## src/rtl/axi_rd_burst_gen_pkg.sv

```systemverilog
// Shared definitions for the AXI read burst generator: AXI encodings,
// the engine state encoding and the burst-length helper.
package axi_rd_burst_gen_pkg;

    localparam logic [1:0] AXI_BURST_INCR = 2'b01;
    localparam logic [1:0] AXI_RESP_OKAY  = 2'b00;

    // AXI bursts must not cross a 4 KB address boundary.
    localparam int AXI_BOUNDARY_BYTES = 4096;

    typedef enum logic [1:0] {
        ST_IDLE  = 2'd0,
        ST_ISSUE = 2'd1,
        ST_DRAIN = 2'd2
    } rd_state_e;

    // Length of the next burst in beats: the smallest of the beats still to
    // request, the burst cap, and the beats left before the next 4 KB boundary.
    function automatic logic [8:0] calc_burst_len(
        input logic [31:0] remaining,
        input logic [11:0] addr_lo,
        input logic [31:0] max_len,
        input logic [31:0] bytes_per_beat
    );
        logic [31:0] to_boundary;
        logic [31:0] len;
        to_boundary = (32'(AXI_BOUNDARY_BYTES) - {20'd0, addr_lo}) / bytes_per_beat;
        len = remaining;
        if (len > max_len) begin
            len = max_len;
        end
        if (len > to_boundary) begin
            len = to_boundary;
        end
        return 9'(len);
    endfunction

endpackage

```

## src/rtl/axi_rd_burst_gen.sv

```systemverilog
// Per-port AXI4 read request engine: splits one transfer request into INCR
// bursts, bounds the number of outstanding bursts, streams R beats into the
// read buffer under its back-pressure and pulses rx_done when all beats landed.
module axi_rd_burst_gen
    import axi_rd_burst_gen_pkg::*;
#(
    parameter int AXI_DATA_WIDTH  = 64,
    parameter int TX_SIZE_WIDTH   = 10,
    parameter int MAX_BURST_LEN   = 16,
    parameter int MAX_OUTSTANDING = 4
) (
    input  logic                      clk,
    input  logic                      resetn,

    input  logic                      rx_req,
    input  logic [31:0]               rx_addr,
    input  logic [TX_SIZE_WIDTH-1:0]  rx_req_size,
    output logic                      rx_busy,
    output logic                      rx_done,
    output logic                      rd_err,

    output logic [31:0]               m_axi_araddr,
    output logic [7:0]                m_axi_arlen,
    output logic [2:0]                m_axi_arsize,
    output logic [1:0]                m_axi_arburst,
    output logic                      m_axi_arvalid,
    input  logic                      m_axi_arready,

    input  logic [AXI_DATA_WIDTH-1:0] m_axi_rdata,
    input  logic [1:0]                m_axi_rresp,
    input  logic                      m_axi_rlast,
    input  logic                      m_axi_rvalid,
    output logic                      m_axi_rready,

    input  logic                      rd_buf_full,
    output logic                      rd_buf_push,
    output logic [AXI_DATA_WIDTH-1:0] rd_buf_data
);

    localparam int BYTES     = AXI_DATA_WIDTH / 8;
    localparam int SIZE_LOG2 = $clog2(BYTES);
    localparam int OUT_W     = $clog2(MAX_OUTSTANDING + 1);

    rd_state_e                 state_reg;
    rd_state_e                 state_next;

    logic [31:0]               next_addr_reg;
    logic [TX_SIZE_WIDTH-1:0]  addr_left_reg;
    logic [TX_SIZE_WIDTH-1:0]  beats_left_reg;
    logic [OUT_W-1:0]          outstanding_reg;
    logic                      arvalid_reg;
    logic [31:0]               araddr_reg;
    logic [7:0]                arlen_reg;
    logic                      rd_err_reg;
    logic                      zero_done_reg;

    logic                      accept;
    logic                      zero_req;
    logic                      ar_hs;
    logic                      rlast_push;
    logic [8:0]                cur_len;
    logic [8:0]                first_len;
    logic [8:0]                new_len;
    logic [31:0]               addr_after;
    logic [TX_SIZE_WIDTH-1:0]  left_after;
    logic [OUT_W-1:0]          out_after;
    logic                      drain_done;

    assign m_axi_araddr  = araddr_reg;
    assign m_axi_arlen   = arlen_reg;
    assign m_axi_arsize  = 3'(SIZE_LOG2);
    assign m_axi_arburst = AXI_BURST_INCR;
    assign m_axi_arvalid = arvalid_reg;
    assign rd_err        = rd_err_reg;
    assign rd_buf_data   = m_axi_rdata;

    // Request decode and the post-handshake view of the AR bookkeeping, so a
    // following burst can be presented in the cycle right after a handshake.
    always_comb begin
        accept     = (state_reg == ST_IDLE) && rx_req && (rx_req_size != '0);
        zero_req   = (state_reg == ST_IDLE) && rx_req && (rx_req_size == '0);
        ar_hs      = arvalid_reg && m_axi_arready;
        rlast_push = rd_buf_push && m_axi_rlast;
        cur_len    = 9'(arlen_reg) + 9'd1;
        addr_after = next_addr_reg;
        left_after = addr_left_reg;
        if (ar_hs) begin
            addr_after = next_addr_reg + (32'(cur_len) << SIZE_LOG2);
            left_after = addr_left_reg - TX_SIZE_WIDTH'(cur_len);
        end
        out_after  = outstanding_reg + OUT_W'(ar_hs) - OUT_W'(rlast_push);
        new_len    = calc_burst_len(32'(left_after), addr_after[11:0],
                                    32'(MAX_BURST_LEN), 32'(BYTES));
        first_len  = calc_burst_len(32'(rx_req_size), rx_addr[11:0],
                                    32'(MAX_BURST_LEN), 32'(BYTES));
        drain_done = (state_reg == ST_DRAIN) && (beats_left_reg == '0) &&
                     (outstanding_reg == '0);
    end

    // State register.
    always_ff @(posedge clk) begin
        if (!resetn) begin
            state_reg <= ST_IDLE;
        end else begin
            state_reg <= state_next;
        end
    end

    // Next-state logic: issue bursts until all are requested, then drain beats.
    always_comb begin
        state_next = state_reg;
        case (state_reg)
            ST_IDLE:  if (accept) state_next = ST_ISSUE;
            ST_ISSUE: if (ar_hs && (left_after == '0)) state_next = ST_DRAIN;
            ST_DRAIN: if (drain_done) state_next = ST_IDLE;
            default:  state_next = ST_IDLE;
        endcase
    end

    // Output decode: R path is combinational so beats pass with zero latency.
    always_comb begin
        rx_busy      = (state_reg != ST_IDLE);
        m_axi_rready = (state_reg != ST_IDLE) && !rd_buf_full;
        rd_buf_push  = m_axi_rvalid && m_axi_rready;
        rx_done      = drain_done || zero_done_reg;
    end

    // Datapath: address/beat counters, outstanding tracking, registered AR.
    always_ff @(posedge clk) begin
        if (!resetn) begin
            next_addr_reg   <= '0;
            addr_left_reg   <= '0;
            beats_left_reg  <= '0;
            outstanding_reg <= '0;
            arvalid_reg     <= 1'b0;
            araddr_reg      <= '0;
            arlen_reg       <= '0;
            rd_err_reg      <= 1'b0;
            zero_done_reg   <= 1'b0;
        end else begin
            zero_done_reg <= zero_req;
            if (accept) begin
                // Nothing is outstanding in IDLE, so the first burst goes out now.
                next_addr_reg  <= rx_addr;
                addr_left_reg  <= rx_req_size;
                beats_left_reg <= rx_req_size;
                rd_err_reg     <= 1'b0;
                arvalid_reg    <= 1'b1;
                araddr_reg     <= rx_addr;
                arlen_reg      <= 8'(first_len - 9'd1);
            end else if (state_reg != ST_IDLE) begin
                next_addr_reg   <= addr_after;
                addr_left_reg   <= left_after;
                outstanding_reg <= out_after;
                if (rd_buf_push) begin
                    beats_left_reg <= beats_left_reg - 1'b1;
                    if (m_axi_rresp != AXI_RESP_OKAY) begin
                        rd_err_reg <= 1'b1;
                    end
                end
                // AR fields may only change when no request is pending.
                if ((state_reg == ST_ISSUE) && (ar_hs || !arvalid_reg)) begin
                    if ((left_after != '0) && (out_after < OUT_W'(MAX_OUTSTANDING))) begin
                        arvalid_reg <= 1'b1;
                        araddr_reg  <= addr_after;
                        arlen_reg   <= 8'(new_len - 9'd1);
                    end else begin
                        arvalid_reg <= 1'b0;
                    end
                end
            end
        end
    end

endmodule
```

## config.mk

```make
export PLATFORM = sky130hd
export DESIGN_NAME = axi_rd_burst_gen
export DESIGN_NICKNAME = d
export VERILOG_FILES = /design/src/rtl/axi_rd_burst_gen_pkg.sv /design/src/rtl/axi_rd_burst_gen.sv
export SDC_FILE = /design/constraint.sdc
export NUM_CORES = 1
export LEC_CHECK = 0
export CAP_MARGIN = 15
export CORE_ASPECT_RATIO = 0.9
export CORE_MARGIN = 1
export CORE_UTILIZATION = 54
export CTS_BUF_LIST = sky130_fd_sc_hd__clkbuf_8
export DETAILED_ROUTE_END_ITERATION = 8
export HOLD_SLACK_MARGIN = 0.08
export PLACE_DENSITY = 0.89
export REMOVE_ABC_BUFFERS = 1
export SETUP_SLACK_MARGIN = 0.2
export SLEW_MARGIN = 40
export SYNTH_ARGS = -nofsm -noshare
export SYNTH_HDL_FRONTEND = slang
export SYNTH_SLANG_ARGS = --single-unit
```

## constraint.sdc

```tcl
create_clock -name clk -period 15.2 [get_ports clk]
set_input_delay 1.52 -clock clk [delete_from_list [all_inputs] [get_ports clk]]
set_output_delay 1.52 -clock clk [all_outputs]
set_load 0.05 [all_outputs]
```

# Word-level counts from Yosys, hierarchy flattened
# Cells that the tools add are included.
# totals
regBits	100
input_bits	115
word_cells	97
out_inout_bits	115
# classes
bitwise	2
addsub	10
reduce_logical	36
n_eq_ne	5
order_cmp	5
mux	29
# ops
cell	count
32-bit two-way mux	7
10-bit two-way mux	8
10-bit by 29-bit greater-than comparator with 1-bit output	2
8-bit two-way mux	6
32-bit by 12-bit adder with 32-bit output	1
10-bit logical NOT	3
13-bit by 12-bit subtractor with 14-bit output (first input constant)	2
10-bit by 5-bit greater-than comparator with 1-bit output (second input constant)	2
10-bit nonzero test	2
8-bit by 1-bit subtractor with 8-bit output (second input constant)	2
1-bit logical AND	12
2-bit nonzero test	6
10-bit by 1-bit subtractor with 10-bit output (second input constant)	1
10-bit by 9-bit subtractor with 10-bit output	1
8-bit by 1-bit adder with 9-bit output (second input constant)	1
3-bit AND reduction	3
2-bit two-way mux	3
2-bit inequality test (second input constant)	3
2-bit case mux with 3 select lines	1
2-bit AND reduction	3
1-bit two-way mux	4
3-bit by 1-bit adder with 3-bit output	1
3-bit logical NOT	1
3-bit less-than comparator (second input constant)	1
8 further kinds	11

# Logic depth before layout (Yosys ltp)
# Gate-level depths: netlist of run 1.
# depth
depth_word	12
depth_mapped	25
ltp_nobuf	25

# Worst setup path after synthesis of run 1
# No wires, ideal clock.
# synth_timing
path_type	input port to flip-flop
from	in rx_addr[3]
to	reg arlen_reg[5], in the netlist m_axi_arlen[5]
path_slack_ns	9.378
arrival_time_ns	5.703
cell_stages	15
path_buffers	0
path_cell_list	or4_4 or4_4 or3_4 or2_4 or3_1 ha_1 and3_1 nand3_1 mux2_2 nand2_1 o221ai_1 a41oi_1 o211ai_2 or2_2 a211o_1
# synth_via
elab_chain_len	5
# synth_lines
element	line	source
start: declaration	axi_rd_burst_gen.sv:16	input logic [31:0] rx_addr,
13-bit by 12-bit subtractor with 14-bit output (*)	axi_rd_burst_gen_pkg.sv:27	to_boundary = (32'(AXI_BOUNDARY_BYTES) - {20'd0, addr_lo}) / bytes_per_beat;
10-bit by 29-bit greater-than comparator with 1-bit output	axi_rd_burst_gen_pkg.sv:32	if (len > to_boundary) begin
8-bit two-way mux (*)	axi_rd_burst_gen_pkg.sv:32	
8-bit by 1-bit subtractor with 8-bit output (*)	axi_rd_burst_gen.sv:150	arlen_reg <= 8'(first_len - 9'd1);
8-bit two-way mux (*)	axi_rd_burst_gen.sv:142	if (accept) begin
end signal: assignment	axi_rd_burst_gen.sv:150	
end signal: assignment	axi_rd_burst_gen.sv:166	arlen_reg <= 8'(new_len - 9'd1);
end: declaration	axi_rd_burst_gen.sv:53	logic [7:0] arlen_reg;
# Every way passes the cells marked *; elsewhere a longest branch is shown, timed or not.
# A chain may end at the register's enable or synchronous reset.

# Worst setup path after layout of run 1
# layout_timing
from	in m_axi_arready
to	reg arlen_reg[5], in the netlist m_axi_arlen[5]
# layout_via
elab_chain_len	11
word_cells_on_any_way	23
# layout_lines
element	line	source
start: declaration	axi_rd_burst_gen.sv:27	input logic m_axi_arready,
1-bit logical AND (*)	axi_rd_burst_gen.sv:82	ar_hs = arvalid_reg && m_axi_arready;
10-bit two-way mux	axi_rd_burst_gen.sv:87	if (ar_hs) begin
10-bit by 5-bit greater-than comparator with 1-bit output	axi_rd_burst_gen_pkg.sv:29	if (len > max_len) begin
10-bit two-way mux	axi_rd_burst_gen_pkg.sv:29	
10-bit by 29-bit greater-than comparator with 1-bit output	axi_rd_burst_gen_pkg.sv:32	
8-bit two-way mux	axi_rd_burst_gen_pkg.sv:32	
8-bit by 1-bit subtractor with 8-bit output	axi_rd_burst_gen.sv:166	
8-bit two-way mux	axi_rd_burst_gen.sv:163	if ((left_after != '0) && (out_after < OUT_W'(MAX_OUTSTANDING))) begin
8-bit two-way mux	axi_rd_burst_gen.sv:162	if ((state_reg == ST_ISSUE) && (ar_hs || !arvalid_reg)) begin
8-bit two-way mux	axi_rd_burst_gen.sv:151	end else if (state_reg != ST_IDLE) begin
8-bit two-way mux	axi_rd_burst_gen.sv:142	
# Every way passes the cells marked *; elsewhere a longest branch is shown, timed or not. The select of a mux whose other input is x is not followed.

==> results of run 1 <==
## cell type report
| type | count | area, µm² | share of cell area |
|---|---|---|---|
| Multi-Input combinational cell | 793 | 5140 | 0.586 |
| Clock inverter | 6 | 70.1 | 0.00798 |
| Clock buffer | 10 | 138 | 0.0157 |
| Timing Repair Buffer | 106 | 1030 | 0.118 |
| Tap cell | 193 | 241 | 0.0275 |
| Sequential cell | 100 | 2000 | 0.228 |
| Inverter | 40 | 150 | 0.0171 |
## worst min-delay path, stage by stage, from the launching register on
cell	delay, ns
sky130_fd_sc_hd__dfxtp_1	0.32
sky130_fd_sc_hd__nand2_1	0.05
sky130_fd_sc_hd__a21oi_1	0.05
## path summary, 6_finish.rpt
path                                      start                            end  slack [ns]  cells after the start
setup / recovery                  m_axi_arready    m_axi_arlen[5]$_SDFFE_PN0P_        8.71                     19
hold / removal    m_axi_araddr[23]$_SDFFE_PN0P_  m_axi_araddr[23]$_SDFFE_PN0P_        0.46                      2
hold reg to reg   m_axi_araddr[23]$_SDFFE_PN0P_  m_axi_araddr[23]$_SDFFE_PN0P_        0.46                      2
setup reg to reg    m_axi_arlen[1]$_SDFFE_PN0P_    m_axi_arlen[5]$_SDFFE_PN0P_        8.93                     23
## power groups by stage
stage	Combinational, mW	Sequential (mW)	Clock (mW)
2_1_floorplan	0.302	0.376	0
3_3_place_gp	0.482	0.327	0
3_5_place_dp	0.487	0.327	0
4_1_cts	0.489	0.322	0.190
5_1_grt	0.541	0.326	0.199
6_report	0.497	0.323	0.189
## through the flow
| stage | hold WS, ns | std cells | instance area, µm² | setup WS (ns) | power (mW) |
|---|---|---|---|---|---|
| after floorplan | 0.439 | 933 | 7280 | 9.13 | 0.678 |
| after global placement | 0.441 | 1230 | 8550 | 8.39 | 0.809 |
| after detailed placement | 0.445 | 1231 | 8560 | 8.17 | 0.815 |
| after CTS | 0.460 | 1247 | 8770 | 8.59 | 1.00 |
| after global routing | 0.479 | 1248 | 8780 | 8.34 | 1.07 |
| final | 0.458 | 1248 | 8780 | 8.71 | 1.01 |
## logic make-up after synthesis
family / after synthesis / synth area share
AND/OR/NAND/NOR: 366 / 0.227
AO/OA/AOI/OAI: 287 / 0.239
buffers and inverters: 159 / 0.115
flip-flops: 100 / 0.250
XOR/XNOR: 54 / 0.0615
adder cells (fa/ha/maj): 46 / 0.0748
multiplexers: 25 / 0.0314
other: 2 / 0.000939
## metal layers
layer / vias to the layer above / share of wire / GRT usage
met5: - / 0.0048 / 0.0830
met4: 4 / 0.021 / 0.0901
met3: 42 / 0.14 / 0.180
met2: 401 / 0.40 / 0.449
met1: 3551 / 0.43 / 0.434
li1: 3677 / - / -
## synthesized netlist by cell type (4+ instances only)
library cell and n:
sky130_fd_sc_hd__mux2i_1 24, sky130_fd_sc_hd__or3_1 15, sky130_fd_sc_hd__a31oi_1 9, sky130_fd_sc_hd__nand3b_1 4
sky130_fd_sc_hd__buf_2 5, sky130_fd_sc_hd__ha_1 43, sky130_fd_sc_hd__o2111ai_1 4, sky130_fd_sc_hd__dfxtp_1 100
sky130_fd_sc_hd__nor4_1 8, sky130_fd_sc_hd__nor3_1 22, sky130_fd_sc_hd__nand2b_1 13, sky130_fd_sc_hd__o211ai_1 20
sky130_fd_sc_hd__nand4_1 6, sky130_fd_sc_hd__and2_1 12, sky130_fd_sc_hd__a221oi_1 6, sky130_fd_sc_hd__xnor2_1 33
sky130_fd_sc_hd__nor2b_1 6, sky130_fd_sc_hd__buf_4 74, sky130_fd_sc_hd__o31a_1 4, sky130_fd_sc_hd__nand3_1 44
sky130_fd_sc_hd__o21ai_0 68, sky130_fd_sc_hd__nand2_1 100, sky130_fd_sc_hd__a22oi_1 4, sky130_fd_sc_hd__a21o_1 11
sky130_fd_sc_hd__a211oi_1 15, sky130_fd_sc_hd__o31ai_1 10, sky130_fd_sc_hd__clkbuf_1 35, sky130_fd_sc_hd__and3_1 12
sky130_fd_sc_hd__inv_1 38, sky130_fd_sc_hd__o21a_1 5, sky130_fd_sc_hd__a311oi_1 6, sky130_fd_sc_hd__or2_2 12
sky130_fd_sc_hd__a21oi_1 83, sky130_fd_sc_hd__nor2_1 89, sky130_fd_sc_hd__or4_1 5, sky130_fd_sc_hd__xor2_1 20
==> results by stage, run 1 <==
Logic synthesis:
- The distinct cell type count of the synthesized netlist is 86.
- The average cell area after synthesis is 7.70 µm².
- The synthesized design contains 0 enable-type register cells.
- The dominant register cell in the synthesized netlist is sky130_fd_sc_hd__dfxtp_1.
- The gate count of the mapped netlist is 1039.
- The number of synthesized register bits is 100.
- For this run, the number of Yosys warnings is 0.
- In this run the cell area of the synthesized design comes to 8000 µm².
- By area the synthesized netlist is led by sky130_fd_sc_hd__dfxtp_1 25%, sky130_fd_sc_hd__buf_4 6.9%, sky130_fd_sc_hd__ha_1 6.7%.
- The share of the synthesized area in the top cell type is 0.250.
- The largest total area in the synthesized netlist belongs to sky130_fd_sc_hd__dfxtp_1.
- The sequential cell area fraction in the yosys report is 0.250.
- Of all flip-flops after synthesis, the portion carrying an async set or reset was 0.

Routing:
- Across all layers, the routed design uses 7675 vias.
- In the final routed layout, each cell accounts on average for about 20 µm.
- After detailed routing, the number of remaining DRC violations is 0.
- The routed design has 25.2 mm of wire.
- The violation count after the first detailed-route iteration is 759.
- The via count normalized by instance count is 6.15.
- The detail route stage leaves a number of antenna-violating nets equal to 0.
- The first TritonRoute pass finished after 6 iterations.

Global route:
- After global routing the overflow that remains totals 0.
- The via count of the first global-routing pass is 7032.
- The initial antenna violation count is 0.
- The first global-routing pass estimated 38.5 mm of wire.
- Entering global routing, the biggest net connects 75 pins.
- The total track usage is 0.329.

Clock network:
- Buffers inserted to repair hold after CTS numbered 0.
- The worst-case clock buffer depth is 2.
- The clock net in this run drives a total of 100 sinks.
- The number of gates given a new drive strength after cts is 0.
- The clock latency reported for the late side of the worst-skew pair is 0.41 ns.
- The number of setup buffers added after CTS is 0.
- The level count of the clock H-tree is 3.
- The number of buffers inserted during clock tree synthesis is 9.
- Clock tree synthesis selected as its root buffer the cell sky130_fd_sc_hd__clkbuf_8.
- The clock-pin slew of the registers on the worst-case setup and hold paths is 0.11 ns.
- The TritonCTS clock tree is done.

Timing:
- Setup repair after global routing left no endpoint under its margin.
- Headroom to the max-slew limit came out at 0.432.
- The fraction of the cycle the final worst path needs is 0.427.
- The hold violation total from the final report is 0.
- Based on the critical path, the design can be clocked at up to 154 MHz.
- Setup violations remaining at the end of the flow were counted as 0.
- At the pin with the least slew margin, the transition time is approximately 0.85 ns.
- For the final database, setup skew stands at ~0.015 ns.
- The number of pins with negative max-slew slack in the final report is 0.
- After layout, the minimum clock period comes to 6.49 ns.
- The final sum of negative setup slack is 0 ns.

Power:
- The part of the total power dissipated in the clock network is 0.188.
- Internal power comes to approximately 0.56 mW.
- The net switching component of the power is between 0.4 and 0.5 mW.
- Of the total power, registers draw 0.320.
- The power density over the cells is roughly 120 nW/µm².
- The proportion of power drawn by combinational gates is 0.493.
- The highest ir drop seen on vdd is 0.0727 mV.
- The total leakage power is ~3.4 nW.
- Of the total power, the share spent switching nets is 0.442.

Run:
- The total of max-cap violations is 0.

Layout:
- Once layout is complete, the utilization of the core stands at 0.615.
- Counting the fill cells in the layout gives 1319.
- 0 antenna diodes ended up in the layout.
- The layout cell share with drive strength beyond 1 is 0.0597.
- The final layout contains 1211 nets.
- In the layout the commonest cells are 100 x sky130_fd_sc_hd__nand2_1, 100 x sky130_fd_sc_hd__dfxtp_1, 96 x sky130_fd_sc_hd__clkdlybuf4s50_1, 89 x sky130_fd_sc_hd__nor2_1, 82 x sky130_fd_sc_hd__a21oi_1.
- The area overhead of the layout relative to synthesis is 9.70%.

Floorplan:
- For this configuration, the core starts out at a cell density of 0.561.
- The die outline area is 15300 µm².
- The core region is 14300 µm².
- The number of core rows is 41.
- The number of placed I/O pins is 230.
- From left edge to right edge, the die measures ~130 µm.
- The y dimension of the die is 117 µm.

Worst setup path:
- The largest fanout of any net on the critical path is 28.
- The worst setup path is captured at a flip-flop.
- The cell that appears most often on the critical path is sky130_fd_sc_hd__o211ai_1.
- On the critical path the largest part of the delay comes from compound AO/OA/AOI/OAI gates.
- The signal arrival time at the worst endpoint is 6.79 ns.
- For this design, the slowest cell found on the critical path is sky130_fd_sc_hd__clkdlybuf4s50_1.
- The worst setup path is launched from an input pin.
- By startpoint and endpoint, the worst setup path is classified as in -> reg.
- The signal on the critical path passes through clkdlybuf4s50_1 > and2_1 > buf_4 > o211ai_1 > a2bb2oi_1 > o311ai_1 > nor4_2 > nand2_1 > nor2_1 > ha_1 > nor2b_1 > o31ai_1 > a21oi_1 > o211ai_1 > o221ai_1 > a41oi_1 > o211ai_2 > or2_2 > a211o_1.
- The largest stage delay on the critical path is 0.65 ns.
- The endpoint required time on the critical path is 15.51 ns.
- The count of buffer and inverter cells on the critical path is 2.

Worst hold path:
- In this run the worst hold path is classified as reg -> reg.

Place:
- Routability-driven placement finished with a final weighted congestion of 0.969.
- The number of buffers added on ports is 96.
- Once detailed placement completed, the half-perimeter wirelength came to 18.7 mm.

Outcome:
- The run finished with clean final reports.
No activity file was read; power rests on OpenSTA's default activity.
==> run 2, diff against run 1 <==
--- a/config.mk
+++ b/config.mk
@@ -8,11 +8,11 @@
 export CAP_MARGIN = 15
 export CORE_ASPECT_RATIO = 0.9
 export CORE_MARGIN = 1
-export CORE_UTILIZATION = 54
+export CORE_UTILIZATION = 50
 export CTS_BUF_LIST = sky130_fd_sc_hd__clkbuf_8
 export DETAILED_ROUTE_END_ITERATION = 8
 export HOLD_SLACK_MARGIN = 0.08
-export PLACE_DENSITY = 0.89
+export PLACE_DENSITY = 0.83
 export REMOVE_ABC_BUFFERS = 1
 export SETUP_SLACK_MARGIN = 0.2
 export SLEW_MARGIN = 40
==> constraint.sdc (replaced) <==
create_clock -name clk -period 6.2 [get_ports clk]
set_input_delay 0.62 -clock clk [delete_from_list [all_inputs] [get_ports clk]]
set_output_delay 0.62 -clock clk [all_outputs]
set_load 0.05 [all_outputs]
==> run 2 against run 1 <==
Clock power grew to 2.5 times the previous value. Wire length is 3.2% higher. Die area increased by 7.9%. Flip-flop and latch count unchanged. Setup slack worse by 8.1 ns. Sequential share of layout area shrank 0.34 points. Power grew to 2.5 times the previous value. Count of clock-buffer cells in the layout rose by 1.
==> results by stage, run 2 (synthesized netlist as in run 1, its figures left out) <==
Outcome:
- The flow ran to the end, and the final reports show no timing, DRC or antenna violations.

Routing:
- The violation count after the first detailed-route iteration is 601 (-21%).
- The detailed-routing iteration count for the pre-antenna-repair pass came to 5 (-1).
- The number of nets still failing antenna checks after routing is 0 (unchanged).
- The number of remaining DRC errors is 0 (unchanged).
- The via count normalized by instance count is 6.18 (+0.48%).
- The total wirelength of the detailed-routed design is 26.0 mm (+3.2%).
- The number of vias after detailed routing was 7823 (+1.9%).
- The average wire per cell in the routed design is 20.5 µm (+1.8%).

Layout:
- The layout cell share with drive strength beyond 1 is 0.0771 (+0.0174).
- The top cell types in the final layout, fill and taps aside, are 100 x sky130_fd_sc_hd__nand2_1, 100 x sky130_fd_sc_hd__dfxtp_1, 96 x sky130_fd_sc_hd__clkdlybuf4s50_1, 88 x sky130_fd_sc_hd__nor2_1, 81 x sky130_fd_sc_hd__a21oi_1.
- The final layout net count is 1220 (+0.74%).
- Compared with the post-synthesis result, the final layout area differs by 11.4%.
- The antenna diode count is 0 (unchanged).
- The final core utilization is 0.573 (-0.0423).

Clock network:
- The level count of the clock H-tree is 3 (unchanged).
- The clock-pin slew of the registers on the worst-case setup and hold paths is 0.11 ns (about the same).
- The number of clock sinks seen by CTS was 100 (unchanged).
- The worst-case clock buffer depth was 2 (unchanged).
- The number of buffers inserted by hold repair at cts is 0 (unchanged).
- TritonCTS built the clock tree.
- The number of buffers inserted during clock tree synthesis is 9 (unchanged).
- The clock latency reported for the late side of the worst-skew pair was 0.41 ns (about the same).
- The buffer cell driving the clock tree root is sky130_fd_sc_hd__clkbuf_8.

Power:
- The power density over the cells was 285 nW/µm² (+150%).
- The register share of total power was 0.311 (-0.009).
- The total power is 2.54 mW (+150%).
- The switching part of the total is 0.441 (-0.00114).
- The part of the total power dissipated in the clock network is 0.188 (about the same).
- The highest ir drop seen on vdd was 0.189 mV (+160%).
- The internal power is 1.42 mW (+150%).
- The total leakage power is 3.44 nW (+1.7%).
- The proportion of power drawn by combinational gates is 0.501 (+0.008).
- The net switching component of the power is 1.12 mW (+150%).

Timing:
- The clock period minus final worst setup slack is 5.56 ns.
- The final count of negative-setup-slack endpoints came to 0 (unchanged).
- The number of pins with negative max-slew slack in the final report is 0 (unchanged).
- The relative slew slack is 0.446 (+0.0142).
- The setup clock skew after layout is 0.0186 ns (+0.00367 ns).
- Setup repair after global routing left no endpoint under its margin.
- The actual transition at the worst max-transition pin is 0.828 ns (-0.0244 ns).
- The hold violation total from the final report is 0 (unchanged).
- The maximum frequency from static timing analysis is about 180 MHz.
- The worst hold slack across all endpoints is 0.460 ns (+0.00156 ns).
- Dividing the final minimum period by the clock period gives 0.897.
- The final sum of negative setup slack is 0 ns (unchanged).
- The final worst slack is 0.639 ns (-8.08 ns).

Worst setup path:
- The endpoint class of the critical path is a flip-flop.
- The signal on the critical path passes through ha_1 > nand3_1 > nor2_2 > xor2_1 > inv_1 > ha_2 > o21ai_0 > a21oi_1 > a2bb2oi_1 > o311ai_1 > or4b_4 > or2_2 > ha_1 > o211ai_1 > a21oi_1 > o211ai_1 > o221ai_1 > a31oi_1 > o21ai_2 > or4_1 > nand3_1.
- The slowest cell on the critical path is sky130_fd_sc_hd__or4b_4.
- The signal arrival time at the worst endpoint came to 5.91 ns (-0.88 ns).
- The worst setup path is of the reg -> reg kind.
- The endpoint required time on the critical path came to 6.55 ns (-8.96 ns).
- The largest fanout of any net on the critical path came to 6 (-79%).
- The largest stage delay on the critical path is 0.60 ns (-0.05 ns).
- STA classifies the critical path startpoint as a flip-flop.

Global route:
- The via count of the first global-routing pass was 7103 (+1.0%).
- The total grt overflow was 0 (unchanged).
- The total track usage is 0.322 (-0.00725).
- The initial antenna violation count is 0 (unchanged).
- The pin count of the biggest net entering global routing is 70 (-6.7%).
- The wire length of the first global-routing pass is 40.2 mm (+4.3%).

Run:
- The total of max-cap violations is 0 (unchanged).

Floorplan:
- The y dimension of the die is 122 µm (+3.9%).
- The number of placed I/O pins is 230 (unchanged).
- The number of core rows is 43 (+4.9%).
- The die outline area was 16500 µm² (+7.9%).
- The standard cell core area was 15500 µm² (+9.0%).
- The effective utilization at floorplan came to 0.515 (-0.0465).
- The die width was 135 µm (+3.9%).

Place:
- The post-detailed-placement half-perimeter wirelength is 19.4 mm (+3.5%).
- The number of buffers added on ports came to 96 (unchanged).
- The setup slack after placement is 0.509 ns (-7.66 ns).
- The final weighted congestion in routability-driven placement was 0.954 (-1.5%).

Worst hold path:
- The worst hold path belongs to the class reg -> reg.
run 2: cell types whose count changed in the layout (fill, tap and decap cells not counted), sizes merged:
cell	before	now
buf	9	19
inv	44	43
run 2: area by class of cell:
cell class | instances | area [µm²]
Timing Repair Buffer | 115 | 1100
Clock buffer | 11 | 151
Sequential cell | 100 | 2000
Clock inverter | 5 | 66.3
Fill cell | 1444 | 6640
Multi-Input combinational cell | 793 | 5190
Inverter | 40 | 150
Tap cell | 202 | 253
run 2: critical path, delay by kind of cell, from the launching register on:
kind | cells | cell delay [ns]
adders and majority gates | 3 | 0.91
DFF | 1 | 0.40
xor gates and xnor gates | 1 | 0.20
and+or+nand+nor | 6 | 1.91
AOI/OAI and AO/OA | 10 | 2.02
buffers and inverters | 1 | 0.07
run 2: path summary, 6_finish.rpt:
kind	start	end	slack, ns	cells past startpoint
max reg2reg	m_axi_arlen[1]$_SDFFE_PN0P_	m_axi_arlen[6]$_SDFFE_PN0P_	0.64	21
min	m_axi_araddr[31]$_SDFFE_PN0P_	m_axi_araddr[31]$_SDFFE_PN0P_	0.46	2
min reg2reg	m_axi_araddr[31]$_SDFFE_PN0P_	m_axi_araddr[31]$_SDFFE_PN0P_	0.46	2
max	m_axi_arlen[1]$_SDFFE_PN0P_	m_axi_arlen[6]$_SDFFE_PN0P_	0.64	21
run 2: what timing repair did:
action	in CTS	in global routing
setup endpoints to repair	0	3
setup buffers	0	1
gates resized for setup	0	10
run 2: power by group through the flow:
stage | Combinational [mW] | Sequential [mW] | Clock [mW]
global placement | 1.21 | 0.796 | 0
finish | 1.27 | 0.789 | 0.478
CTS | 1.24 | 0.785 | 0.490
detailed placement | 1.23 | 0.799 | 0
floorplan | 0.740 | 0.922 | 0
global route | 1.39 | 0.798 | 0.510
run 2: metal layers:
metal | part of all wire | up-vias | global-route usage
met2 | 0.40 | 452 | 0.447
met4 | 0.022 | 6 | 0.110
met3 | 0.13 | 46 | 0.161
met5 | 0.0057 | - | 0.0926
met1 | 0.44 | 3618 | 0.418
li1 | - | 3701 | -
run 2: per-stage QoR:
stage | std cells | cell area (µm²)
final | 1266 | 8910
after global routing | 1266 | 8910
after CTS | 1265 | 8850
after detailed placement | 1249 | 8630
after global placement | 1248 | 8630
after floorplan | 933 | 7280
==> run 3, diff against run 2 <==
--- a/config.mk
+++ b/config.mk
@@ -5,6 +5,7 @@
 export SDC_FILE = /design/constraint.sdc
 export NUM_CORES = 1
 export LEC_CHECK = 0
+export ABC_CLOCK_PERIOD_IN_PS = 6200
 export CAP_MARGIN = 15
 export CORE_ASPECT_RATIO = 0.9
 export CORE_MARGIN = 1
@@ -19,3 +20,4 @@
 export SYNTH_ARGS = -nofsm -noshare
 export SYNTH_HDL_FRONTEND = slang
 export SYNTH_SLANG_ARGS = --single-unit
+export TNS_END_PERCENT = 1
==> run 3 against run 2 <==
Count of clock-buffer cells in the layout did not move. Core utilization fell by 0.32 points. Clock power barely moved. Wire length fell by 0.28%. First-iteration DRC count rose by 14%. Die area did not move. Clock skew fell by 0.00071 ns. Setup slack got worse by 0.12 ns. Non-clock buffer count fell by 1. Sequential power barely moved. Cell area fell by 0.56%. Combinational power barely moved. Largest power group unchanged.
==> results by stage, run 3 (synthesized netlist as in run 1, its figures left out) <==
Global route:
- The global-route met3 utilization was 0.161 (unchanged).
- The most used routing layer is met2.
- The total grt overflow was 0 (unchanged).
- The via count of the first global-routing pass is 7103 (unchanged).
- The global routing met2 resource utilization is 0.447 (unchanged).
- The initial antenna violation count is 0 (unchanged).
- The wire length of the first global-routing pass was 40.2 mm (unchanged).
- The total track usage came to 0.322 (unchanged).
- The routing usage on met1 is 0.418 (unchanged).
- The pin count of the biggest net entering global routing was 70 (unchanged).

Timing:
- The relative slew slack was 0.461 (+0.0154).
- The actual transition at the worst max-transition pin is 0.805 ns (-0.0230 ns).
- The hold violation total from the final report is 0 (unchanged).
- The clock period minus final worst setup slack came to 5.68 ns (+0.123 ns).
- The worst hold slack across all endpoints is 0.460 ns (-0.0000880 ns).
- The number of pins with negative max-slew slack in the final report was 0 (unchanged).
- The final worst slack is 0.516 ns (-0.123 ns).
- The final sum of negative setup slack is 0 ns (unchanged).
- The fraction of the cycle the final worst path needs was 0.917 (+0.0198).
- The maximum frequency from static timing analysis came to 176 MHz (-2.2%).
- The setup clock skew after layout is 0.0179 ns (-0.000708 ns).
- Setup repair after global routing could not meet its margin everywhere.
- The final count of negative-setup-slack endpoints was 0 (unchanged).

Power:
- The net switching component of the power was 1.11 mW (-0.83%).
- The power density over the cells is 285 nW/µm² (-0.21%).
- The total leakage power was 3.42 nW (-0.46%).
- The register share of total power is 0.313 (+0.002).
- The internal power is 1.41 mW (-0.72%).
- The part of the total power dissipated in the clock network is 0.190 (+0.002).
- The total power is 2.52 mW (-0.77%).
- The highest ir drop seen on vdd came to 0.189 mV (-0.13%).
- The switching part of the total is 0.441 (about the same).
- The proportion of power drawn by combinational gates is 0.498 (-0.003).

Clock network:
- The clock latency reported for the late side of the worst-skew pair is 0.41 ns (about the same).
- The number of clock sinks seen by CTS came to 100 (unchanged).
- The buffer cell driving the clock tree root is sky130_fd_sc_hd__clkbuf_8.
- The clock-pin slew of the registers on the worst-case setup and hold paths came to 0.11 ns (about the same).
- The level count of the clock H-tree came to 3 (unchanged).
- The number of buffers inserted during clock tree synthesis is 9 (unchanged).
- The worst-case clock buffer depth is 2 (unchanged).
- The TritonCTS clock tree is done.
- The number of buffers inserted by hold repair at cts is 0 (unchanged).

Routing:
- The detailed-routing iteration count for the pre-antenna-repair pass is 6 (+1).
- The average wire per cell in the routed design is 20.5 µm (-0.20%).
- The via count normalized by instance count came to 6.21 (+0.49%).
- The number of vias after detailed routing came to 7855 (+0.41%).
- The total wirelength of the detailed-routed design is 25.9 mm (-0.28%).
- The number of nets still failing antenna checks after routing came to 0 (unchanged).
- The violation count after the first detailed-route iteration was 683 (+14%).
- The number of remaining DRC errors is 0 (unchanged).

Layout:
- The final instance area is 8860 µm² (-0.56%).
- The layout cell share with drive strength beyond 1 is 0.0687 (-0.00839).
- The post-layout instance count excluding filler cells is 1265 (-0.079%).
- In the layout the commonest cells are 100 x sky130_fd_sc_hd__nand2_1, 100 x sky130_fd_sc_hd__dfxtp_1, 96 x sky130_fd_sc_hd__clkdlybuf4s50_1, 89 x sky130_fd_sc_hd__nor2_1, 82 x sky130_fd_sc_hd__a21oi_1.
- The final layout net count is 1219 (-0.082%).
- From synthesis to final layout, the design area changed by 10.7%.
- The final core utilization was 0.570 (-0.00322).
- The antenna diode count is 0 (unchanged).

Floorplan:
- The effective utilization at floorplan is 0.515 (unchanged).
- The number of placed I/O pins is 230 (unchanged).
- The die outline area is 16500 µm² (unchanged).
- The number of core rows is 43 (unchanged).
- The y dimension of the die is 122 µm (unchanged).
- The standard cell core area is 15500 µm² (unchanged).
- The die width is 135 µm (unchanged).

Place:
- The setup slack after placement is 0.509 ns (unchanged).
- The number of placed cells counting well taps was 1249 (unchanged).
- The post-detailed-placement half-perimeter wirelength is 19.4 mm (unchanged).
- The placed standard-cell area is 8630 µm² (unchanged).
- The final weighted congestion in routability-driven placement is 0.954 (unchanged).
- The number of buffers added on ports is 96 (unchanged).

Worst setup path:
- The signal arrival time at the worst endpoint is 6.03 ns (+0.12 ns).
- STA classifies the critical path startpoint as a flip-flop.
- The worst setup path is of the reg -> reg kind.
- The count of buffer and inverter cells on the critical path is 1 (unchanged).
- The largest fanout of any net on the critical path is 5 (-1).
- The origin of the worst setup path is m_axi_arlen[1]$_SDFFE_PN0P_.
- In this design, the largest share of critical-path delay is due to simple AND/OR/NAND/NOR gates.
- Among the stages of the critical path, the cell type that occurs most often is sky130_fd_sc_hd__ha_1.
- The startpoint identified for the worst register-to-register timing path is m_axi_arlen[1]$_SDFFE_PN0P_.
- The endpoint class of the critical path is a flip-flop.
- The largest stage delay on the critical path came to 0.52 ns (-0.08 ns).
- The slowest cell on the critical path is sky130_fd_sc_hd__nor4_1.
- The endpoint required time on the critical path is 6.54 ns (about the same).

Worst hold path:
- The hold path startpoint is m_axi_araddr[31]$_SDFFE_PN0P_.
- The tightest min-delay check is of the reg -> reg type.

Outcome:
- The flow ran to the end, and the final reports show no timing, DRC or antenna violations.

Run:
- The total of max-cap violations was 0 (unchanged).
## run 3: final cells by class
| class | instances | area [µm²] |
|---|---|---|
| clock buffer | 11 | 151 |
| fill | 1454 | 6690 |
| clock inverter | 5 | 66.3 |
| multi-input combinational | 793 | 5140 |
| inverter | 40 | 150 |
| tap | 202 | 253 |
| timing repair buffer | 114 | 1090 |
| sequential | 100 | 2000 |
## run 3: path summary, 6_finish.rpt
kind	end	slack (ns)	cells after the start
worst max-delay path	m_axi_arlen[6]$_SDFFE_PN0P_	0.52	25
worst max register to register	m_axi_arlen[6]$_SDFFE_PN0P_	0.52	25
worst min-delay path	m_axi_araddr[31]$_SDFFE_PN0P_	0.46	2
worst min register to register	m_axi_araddr[31]$_SDFFE_PN0P_	0.46	2
## run 3: tightest hold or removal path: stages, from the launching register on
cell                      delay, ns
sky130_fd_sc_hd__dfxtp_1       0.32
sky130_fd_sc_hd__nand2_1       0.05
sky130_fd_sc_hd__a21oi_1       0.05
## run 3: routing by layer
metal | up-vias | wire [µm]
met5 | - | 149
met3 | 44 | 3420
met4 | 6 | 557
li1 | 3699 | -
met2 | 448 | 10500
met1 | 3658 | 11300
## run 3: repair_timing
item                       4_1_cts  5_1_grt
buffers inserted                 0        0
hold endpoints to repair         0        0
setup endpoints to repair        0        3
resized for setup                0        1
## run 3: power groups by stage
stage | combinational (mW) | sequential, mW | clock [mW]
4_1_cts | 1.24 | 0.785 | 0.490
3_3_place_gp | 1.21 | 0.796 | 0
5_1_grt | 1.37 | 0.797 | 0.510
3_5_place_dp | 1.23 | 0.799 | 0
2_1_floorplan | 0.740 | 0.922 | 0
6_report | 1.26 | 0.788 | 0.478
